<file path="config.mk">
export PLATFORM = sky130hd
export DESIGN_NAME = alu_pipe
export DESIGN_NICKNAME = d
export VERILOG_FILES = /design/src/rtl/alu_pkg.sv /design/src/rtl/alu_mul_seq.sv /design/src/rtl/alu_pipe.sv
export SDC_FILE = /design/constraint.sdc
export NUM_CORES = 1
export LEC_CHECK = 0
export BUFFER_PORTS_ARGS = -buffer_cell sky130_fd_sc_hd__buf_2
export CORE_AREA = 2 2 101 103
export DETAILED_ROUTE_END_ITERATION = 16
export DIE_AREA = 0 0 103 105
export HOLD_SLACK_MARGIN = 0.08
export PLACE_DENSITY = 0.77
export SLEW_MARGIN = 20
export SYNTH_ARGS = -nofsm -noshare
export SYNTH_HDL_FRONTEND = slang
export SYNTH_SLANG_ARGS = --single-unit
export TNS_END_PERCENT = 20
</file>
<file path="constraint.sdc">
create_clock -name clk -period 3.1 [get_ports clk]
set_input_delay 0.62 -clock clk [delete_from_list [all_inputs] [get_ports clk]]
set_output_delay 0.62 -clock clk [all_outputs]
set_load 0.1 [all_outputs]
</file>
<file path="src/rtl/alu_pkg.sv">
// Shared opcode and FSM-state encodings for the pipelined accumulator ALU.
package alu_pkg;

    localparam int unsigned OP_W = 4;

    localparam logic [OP_W-1:0] OP_HLT = 4'd0;
    localparam logic [OP_W-1:0] OP_SKZ = 4'd1;
    localparam logic [OP_W-1:0] OP_ADD = 4'd2;
    localparam logic [OP_W-1:0] OP_AND = 4'd3;
    localparam logic [OP_W-1:0] OP_XOR = 4'd4;
    localparam logic [OP_W-1:0] OP_LDA = 4'd5;
    localparam logic [OP_W-1:0] OP_STO = 4'd6;
    localparam logic [OP_W-1:0] OP_JMP = 4'd7;
    localparam logic [OP_W-1:0] OP_SUB = 4'd8;
    localparam logic [OP_W-1:0] OP_OR  = 4'd9;
    localparam logic [OP_W-1:0] OP_SHL = 4'd10;
    localparam logic [OP_W-1:0] OP_SHR = 4'd11;
    localparam logic [OP_W-1:0] OP_MUL = 4'd12;
    localparam logic [OP_W-1:0] OP_ADC = 4'd13;

    localparam int unsigned ST_W = 1;

    localparam logic [ST_W-1:0] ST_IDLE = 1'b0;
    localparam logic [ST_W-1:0] ST_BUSY = 1'b1;

endpackage

</file>
<file path="src/rtl/alu_mul_seq.sv">
// Iterative shift-add multiplier: one multiplier bit per clock, WIDTH steps after start.
// done/prod are the combinational view of the final step so the caller can register the result on that edge.
module alu_mul_seq #(
    parameter int unsigned WIDTH = 8
) (
    input  logic               clk,
    input  logic               rst_n,
    input  logic               start,
    input  logic [WIDTH-1:0]   a,
    input  logic [WIDTH-1:0]   b,
    output logic               done,
    output logic [2*WIDTH-1:0] prod
);

    localparam int unsigned CNT_W = $clog2(WIDTH);
    localparam int unsigned PW    = 2 * WIDTH;

    logic             busy_q;
    logic [CNT_W-1:0] cnt_q;
    logic [PW-1:0]    mcand_q;
    logic [PW-1:0]    acc_q;
    logic [PW-1:0]    acc_nxt;
    logic [WIDTH-1:0] mplier_q;

    assign acc_nxt = acc_q + (mplier_q[0] ? mcand_q : '0);
    assign done    = busy_q && (cnt_q == CNT_W'(WIDTH - 1));
    assign prod    = acc_nxt;

    always_ff @(posedge clk) begin
        if (!rst_n) begin
            busy_q   <= 1'b0;
            cnt_q    <= '0;
            mcand_q  <= '0;
            acc_q    <= '0;
            mplier_q <= '0;
        end else if (start) begin
            busy_q   <= 1'b1;
            cnt_q    <= '0;
            mcand_q  <= PW'(a);
            acc_q    <= '0;
            mplier_q <= b;
        end else if (busy_q) begin
            acc_q    <= acc_nxt;
            mcand_q  <= {mcand_q[PW-2:0], 1'b0};
            mplier_q <= {1'b0, mplier_q[WIDTH-1:1]};
            cnt_q    <= cnt_q + CNT_W'(1);
            if (done) begin
                busy_q <= 1'b0;
            end
        end
    end

endmodule

</file>
<file path="src/rtl/alu_pipe.sv">
// Accumulator ALU with valid/ready handshake, registered result/flags and optional iterative multiply.
module alu_pipe
    import alu_pkg::*;
#(
    parameter int unsigned WIDTH  = 8,
    parameter bit          MUL_EN = 1'b1
) (
    input  logic             clk,
    input  logic             rst_n,
    input  logic             in_valid,
    output logic             in_ready,
    input  logic [OP_W-1:0]  opcode,
    input  logic [WIDTH-1:0] data,
    input  logic [WIDTH-1:0] accum,
    output logic             out_valid,
    output logic [WIDTH-1:0] alu_out,
    output logic             zero,
    output logic             flag_z,
    output logic             flag_n,
    output logic             flag_c,
    output logic             flag_v,
    output logic             illegal
);

    localparam int unsigned SW  = WIDTH + 1;
    localparam int unsigned MSB = WIDTH - 1;

    logic [ST_W-1:0]    state_q, state_d;
    logic [WIDTH-1:0]   res_d;
    logic               z_d, n_d, c_d, v_d, ov_d, ill_d;
    logic [SW-1:0]      sum;
    logic               add_v, sub_v;
    logic               mul_start, mul_done;
    logic [2*WIDTH-1:0] mul_prod;

    assign in_ready = (state_q == ST_IDLE);
    assign zero     = (accum == '0);

    alu_mul_seq #(.WIDTH(WIDTH)) u_mul (
        .clk   (clk),
        .rst_n (rst_n),
        .start (mul_start),
        .a     (accum),
        .b     (data),
        .done  (mul_done),
        .prod  (mul_prod)
    );

    // Shared adder: SUB borrow and ADD/ADC carry both land in sum[WIDTH]
    always_comb begin
        sum = '0;
        case (opcode)
            OP_SUB:  sum = {1'b0, accum} - {1'b0, data};
            OP_ADC:  sum = {1'b0, accum} + {1'b0, data} + SW'(flag_c);
            default: sum = {1'b0, accum} + {1'b0, data};
        endcase
    end

    assign add_v = (accum[MSB] == data[MSB]) && (sum[MSB] != accum[MSB]);
    assign sub_v = (accum[MSB] != data[MSB]) && (sum[MSB] != accum[MSB]);

    always_comb begin
        state_d   = state_q;
        res_d     = alu_out;
        z_d       = flag_z;
        n_d       = flag_n;
        c_d       = flag_c;
        v_d       = flag_v;
        ov_d      = 1'b0;
        ill_d     = 1'b0;
        mul_start = 1'b0;
        case (state_q)
            ST_IDLE: begin
                if (in_valid) begin
                    ov_d = 1'b1;
                    v_d  = 1'b0;
                    case (opcode)
                        OP_HLT, OP_SKZ, OP_STO, OP_JMP: res_d = accum;
                        OP_ADD, OP_ADC: begin
                            res_d = sum[MSB:0];
                            c_d   = sum[WIDTH];
                            v_d   = add_v;
                        end
                        OP_SUB: begin
                            res_d = sum[MSB:0];
                            c_d   = sum[WIDTH];
                            v_d   = sub_v;
                        end
                        OP_AND: res_d = accum & data;
                        OP_XOR: res_d = accum ^ data;
                        OP_OR:  res_d = accum | data;
                        OP_LDA: res_d = data;
                        OP_SHL: begin
                            res_d = {accum[MSB-1:0], 1'b0};
                            c_d   = accum[MSB];
                        end
                        OP_SHR: begin
                            res_d = {1'b0, accum[MSB:1]};
                            c_d   = accum[0];
                        end
                        OP_MUL: begin
                            if (MUL_EN) begin
                                ov_d      = 1'b0;
                                v_d       = flag_v;
                                mul_start = 1'b1;
                                state_d   = ST_BUSY;
                            end else begin
                                ill_d = 1'b1;
                                v_d   = flag_v;
                            end
                        end
                        default: begin
                            ill_d = 1'b1;
                            v_d   = flag_v;
                        end
                    endcase
                    if (ov_d && !ill_d) begin
                        z_d = (res_d == '0);
                        n_d = res_d[MSB];
                    end
                end
            end
            ST_BUSY: begin
                if (mul_done) begin
                    res_d   = mul_prod[MSB:0];
                    z_d     = (mul_prod[MSB:0] == '0);
                    n_d     = mul_prod[MSB];
                    c_d     = |mul_prod[2*WIDTH-1:WIDTH];
                    v_d     = 1'b0;
                    ov_d    = 1'b1;
                    state_d = ST_IDLE;
                end
            end
            default: state_d = ST_IDLE;
        endcase
    end

    always_ff @(posedge clk) begin
        if (!rst_n) begin
            state_q   <= ST_IDLE;
            alu_out   <= '0;
            flag_z    <= 1'b0;
            flag_n    <= 1'b0;
            flag_c    <= 1'b0;
            flag_v    <= 1'b0;
            out_valid <= 1'b0;
            illegal   <= 1'b0;
        end else begin
            state_q   <= state_d;
            alu_out   <= res_d;
            flag_z    <= z_d;
            flag_n    <= n_d;
            flag_c    <= c_d;
            flag_v    <= v_d;
            out_valid <= ov_d;
            illegal   <= ill_d;
        end
    end

endmodule
</file>
==> key figures <==
Worst setup path
  – Critical Path Max Stage Delay: 0.50 ns
  – Critical Path, Cell by Cell: buf_2, ha_1, inv_1, fa_1, nand2b_1, a2111o_1, o311a_1, or4_1, mux2i_1, a211oi_1, o32ai_1
  – Family of cells with the greatest summed delay on the critical path: compound AO/OA/AOI/OAI gates
  – Type of the worst setup path: in2reg
  – WP buf/inv: 2
  – Critical path peak fanout: 3
  – CP Data Required Time: 3.35 ns
  – Worst setup EP type: flip-flop
  – Crit path arrival time: 3.22 ns
  – Nature of the critical path startpoint: input pin
  – Slowest cell on crit path: sky130_fd_sc_hd__or4_1

Logic synthesis
  – Asr flop ratio synth: 0%
  – Synth Warn #: 0
  – Area fraction of the dominant cell type after synthesis: 22.1%
  – Most common flop cell mapped by yosys: sky130_fd_sc_hd__dfxtp_1
  – Synth Cell Area: 5350 um2
  – Sequential element share of the synthesized area: 22.1%
  – Post-synth EDFFs: 0
  – Net Count, Synth: 761
  – Synthesized area divided by synthesized cell count: 7.72 um2
  – Count of different cell masters after synthesis: 75
  – Library cell with the largest summed area after synthesis: sky130_fd_sc_hd__dfxtp_1
  – Top cells by area in the synthesized netlist: sky130_fd_sc_hd__dfxtp_1 (22%), sky130_fd_sc_hd__ha_1 (10%), sky130_fd_sc_hd__mux2i_1 (7.7%)
  – Post-synthesis register bit count: 59
  – Gate Count Post-Synth: 692

GRT
  – Initial antenna violation count: 0
  – Met2 track demand over resource in global routing: 49.5%
  – Total grt overflow: 0
  – GR met1 Demand/Resource: 48.8%
  – Maximum number of pins on one net before global-route repair: 44
  – Wire length of the first global-routing pass: 28.3 mm
  – Met3 capacity usage during global routing: 6.09%
  – Total routing resource utilization after global routing: 33.5%
  – Via count of the first global-routing pass: 5383
  – Layer with the highest usage: met2

Route
  – Vias per Instance: 6.15
  – Average wire per standard cell: 19.1 um
  – Final routed DRC violation total: 0
  – Initial DRC count: 599
  – Remaining antenna violation count: 0
  – First-pass detailed-route iteration total: 8
  – Final wirelength: 17.7 mm
  – Via count: 5703

Placement
  – Half-perimeter wire length after placement: 13.7 mm
  – Placement Setup Slack: -0.133 ns
  – IO Port Bufs: 38
  – RD Place Congestion: 0.996

Clock tree
  – Post-CTS repair timing setup buffer count: 0
  – H-Tree Depth: 3
  – Maximum clock insertion buffer count: 2
  – Clock Pin Slew Worst Setup and Hold Paths: 0.07 ns
  – CTS root buf: sky130_fd_sc_hd__clkbuf_8
  – Number of sinks driven by the clock tree: 59
  – Latest clock arrival within the worst-skew pair: 0.35 ns
  – TritonCTS clock tree: done
  – Cts repair resizes: 0
  – Number of buffers inserted during clock tree synthesis: 9
  – Count of hold buffers inserted by post-cts repair: 0

Floorplanning
  – Die boundary width: 103 um
  – Std-Cell Core Area: 9640 um2
  – Top-level I/O count: 39
  – Initial Utilization: 55.5%
  – Number of rows in the core area: 36
  – Die outline area: 10800 um2
  – DIE HEIGHT: 105 um

STA
  – Unrepaired setup endpoints after global routing: false
  – Max transition margin: 51.5%
  – Final hold vios: 0
  – Part of the cycle the worst path needs: 95.7%
  – Worst clock skew: 0.0155 ns
  – Endpoints failing setup: 0
  – TNS Setup: 0 ns
  – Final critical-path required period: 2.97 ns
  – Transition at the pin with the smallest max-transition slack: 0.727 ns
  – Post-layout worst setup margin: 0.134 ns
  – Fmax: 0.337 GHz
  – Pins over their slew limit: 0
  – Worst hold margin: 0.479 ns

Pwr
  – Combinational power share: 31.1%
  – Switching power: 0.000826 W
  – Static leakage: 2.84 nW
  – Internal power consumption: 0.00160 W
  – Clk network pwr share: 36.1%
  – Highest ir drop seen on vdd: 0.234 mV
  – Net switching fraction of the power: 34.1%
  – Part of the power in registers: 32.8%
  – Power density over cell area: 374 nW/um2

Flow run
  – Max-cap check violation count: 0

Final layout
  – Most frequent cells in the layout: sky130_fd_sc_hd__buf_4 (90), sky130_fd_sc_hd__nor2_1 (78), sky130_fd_sc_hd__dfxtp_1 (58)
  – Most common cell after layout, fill and taps aside: sky130_fd_sc_hd__buf_4
  – Syn-to-layout area delta: 21.2%
  – Antenna diode count: 0
  – Final Net Count: 859
  – Ratio of cells with drive above 1 in the final layout: 19.9%
  – Number of fill cells: 854

Run status
  – Run status: completed

Hold path
  – Classification of the worst-slack hold path: reg2reg
## cells by family after synthesis
group           Yosys count  synth area share (%)
mux                      45                  8.73
flops                    59                  22.1
compound gates          193                  24.6
simple gates            247                  23.3
buf+inv                  76                  5.66
xor+xnor                 26                  4.40
fa+ha+maj                46                  11.2
## power by group through the flow
stage / combinational (W) / clock (W) / sequential [W]
6_report: 0.000755 / 0.000875 / 0.000794
4_1_cts: 0.000734 / 0.000890 / 0.000793
5_1_grt: 0.000804 / 0.000918 / 0.000796
3_5_place_dp: 0.000731 / 0 / 0.000811
3_3_place_gp: 0.000720 / 0 / 0.000809
2_1_floorplan: 0.000376 / 0 / 0.000906
## path summary, 6_finish.rpt
kind / startpoint / endpoint / slack [ns] / cells past startpoint
setup / recovery: accum[0] / flag_c / 0.13 / 11
hold / removal: flag_v / flag_v / 0.48 / 2
setup reg to reg: u_mul.mplier_q[0] / flag_c / 0.16 / 12
hold reg to reg: flag_v / flag_v / 0.48 / 2
## layer usage
layer	part of all wire (%)	wire [um]	up-vias
met2	43	7660	293
met1	45	7960	2668
met3	9.1	1620	38
met5	0	0	-
li1	-	-	2704
met4	2.6	454	0
## flip-flops by register name, summed over array words and instances, names as in the netlist
| register | count |
|---|---|
| u_mul.acc_q | 16 |
| u_mul.mcand_q | 16 |
| alu_out | 8 |
| u_mul.mplier_q | 8 |
| u_mul.cnt_q | 3 |
| flag_c | 1 |
| flag_n | 1 |
| flag_v | 1 |
| flag_z | 1 |
| illegal | 1 |
| out_valid | 1 |
| state_q | 1 |
| u_mul.busy_q | 1 |
## layout make-up
cell class / count / area [um2] / area share, %
repair buffers: 129 / 886 / 13.7
clock inverters: 6 / 114 / 1.76
flip-flops and latches: 59 / 1180 / 18.2
clock buffers: 10 / 128 / 1.97
inverters: 34 / 128 / 1.97
multi-input cells: 557 / 3880 / 59.8
well taps: 133 / 166 / 2.57
## stage by stage
stage	power, W	utilization, %	cell area, um2	cells
6_report	0.00242	67.2	6480	928
5_1_grt	0.00252	67.2	6480	928
4_1_cts	0.00242	67.1	6460	928
3_5_place_dp	0.00154	64.6	6220	912
3_3_place_gp	0.00153	64.6	6220	912
2_1_floorplan	0.00128	-	5350	692
## worst reg2reg max path: cells and delay by family (launching register included)
kind	cells	cell delay, ns
flip-flops	1	0.35
AO/OA/AOI/OAI	5	1.24
adder cells (fa/ha/maj)	1	0.32
buffers and inverters	2	0.33
AND/OR/NAND/NOR	4	0.61
## synthesized netlist by cell type, types with 3 or more instances
cell type / n
sky130_fd_sc_hd__nor2_1: 78
sky130_fd_sc_hd__dfxtp_1: 59
sky130_fd_sc_hd__nand2_1: 52
sky130_fd_sc_hd__a21oi_1: 44
sky130_fd_sc_hd__ha_1: 43
sky130_fd_sc_hd__mux2i_1: 41
sky130_fd_sc_hd__o21ai_0: 36
sky130_fd_sc_hd__inv_1: 34
sky130_fd_sc_hd__clkbuf_1: 30
sky130_fd_sc_hd__a211oi_1: 23
sky130_fd_sc_hd__and2_1: 16
sky130_fd_sc_hd__nor2b_1: 16
sky130_fd_sc_hd__nor3_1: 15
sky130_fd_sc_hd__xnor2_1: 15
sky130_fd_sc_hd__nand3_1: 14
sky130_fd_sc_hd__nand2b_1: 11
sky130_fd_sc_hd__o211ai_1: 10
sky130_fd_sc_hd__xor2_1: 10
sky130_fd_sc_hd__o22ai_1: 8
sky130_fd_sc_hd__nand4_1: 7
sky130_fd_sc_hd__nor3b_1: 6
sky130_fd_sc_hd__o21a_1: 6
sky130_fd_sc_hd__a21o_1: 5
sky130_fd_sc_hd__a22oi_1: 5
sky130_fd_sc_hd__buf_2: 5
sky130_fd_sc_hd__nand3b_1: 5
sky130_fd_sc_hd__o31ai_1: 5
sky130_fd_sc_hd__a221oi_1: 4
sky130_fd_sc_hd__a2bb2oi_1: 4
sky130_fd_sc_hd__a31oi_1: 4
sky130_fd_sc_hd__a32oi_1: 4
sky130_fd_sc_hd__and4_1: 4
sky130_fd_sc_hd__buf_1: 4
sky130_fd_sc_hd__o21ai_1: 4
sky130_fd_sc_hd__or3_1: 4
sky130_fd_sc_hd__buf_4: 3
sky130_fd_sc_hd__fa_1: 3
sky130_fd_sc_hd__mux2_2: 3
sky130_fd_sc_hd__nor4b_1: 3
sky130_fd_sc_hd__o211a_1: 3
sky130_fd_sc_hd__o311a_1: 3
Power figures use the tool's default switching activity.
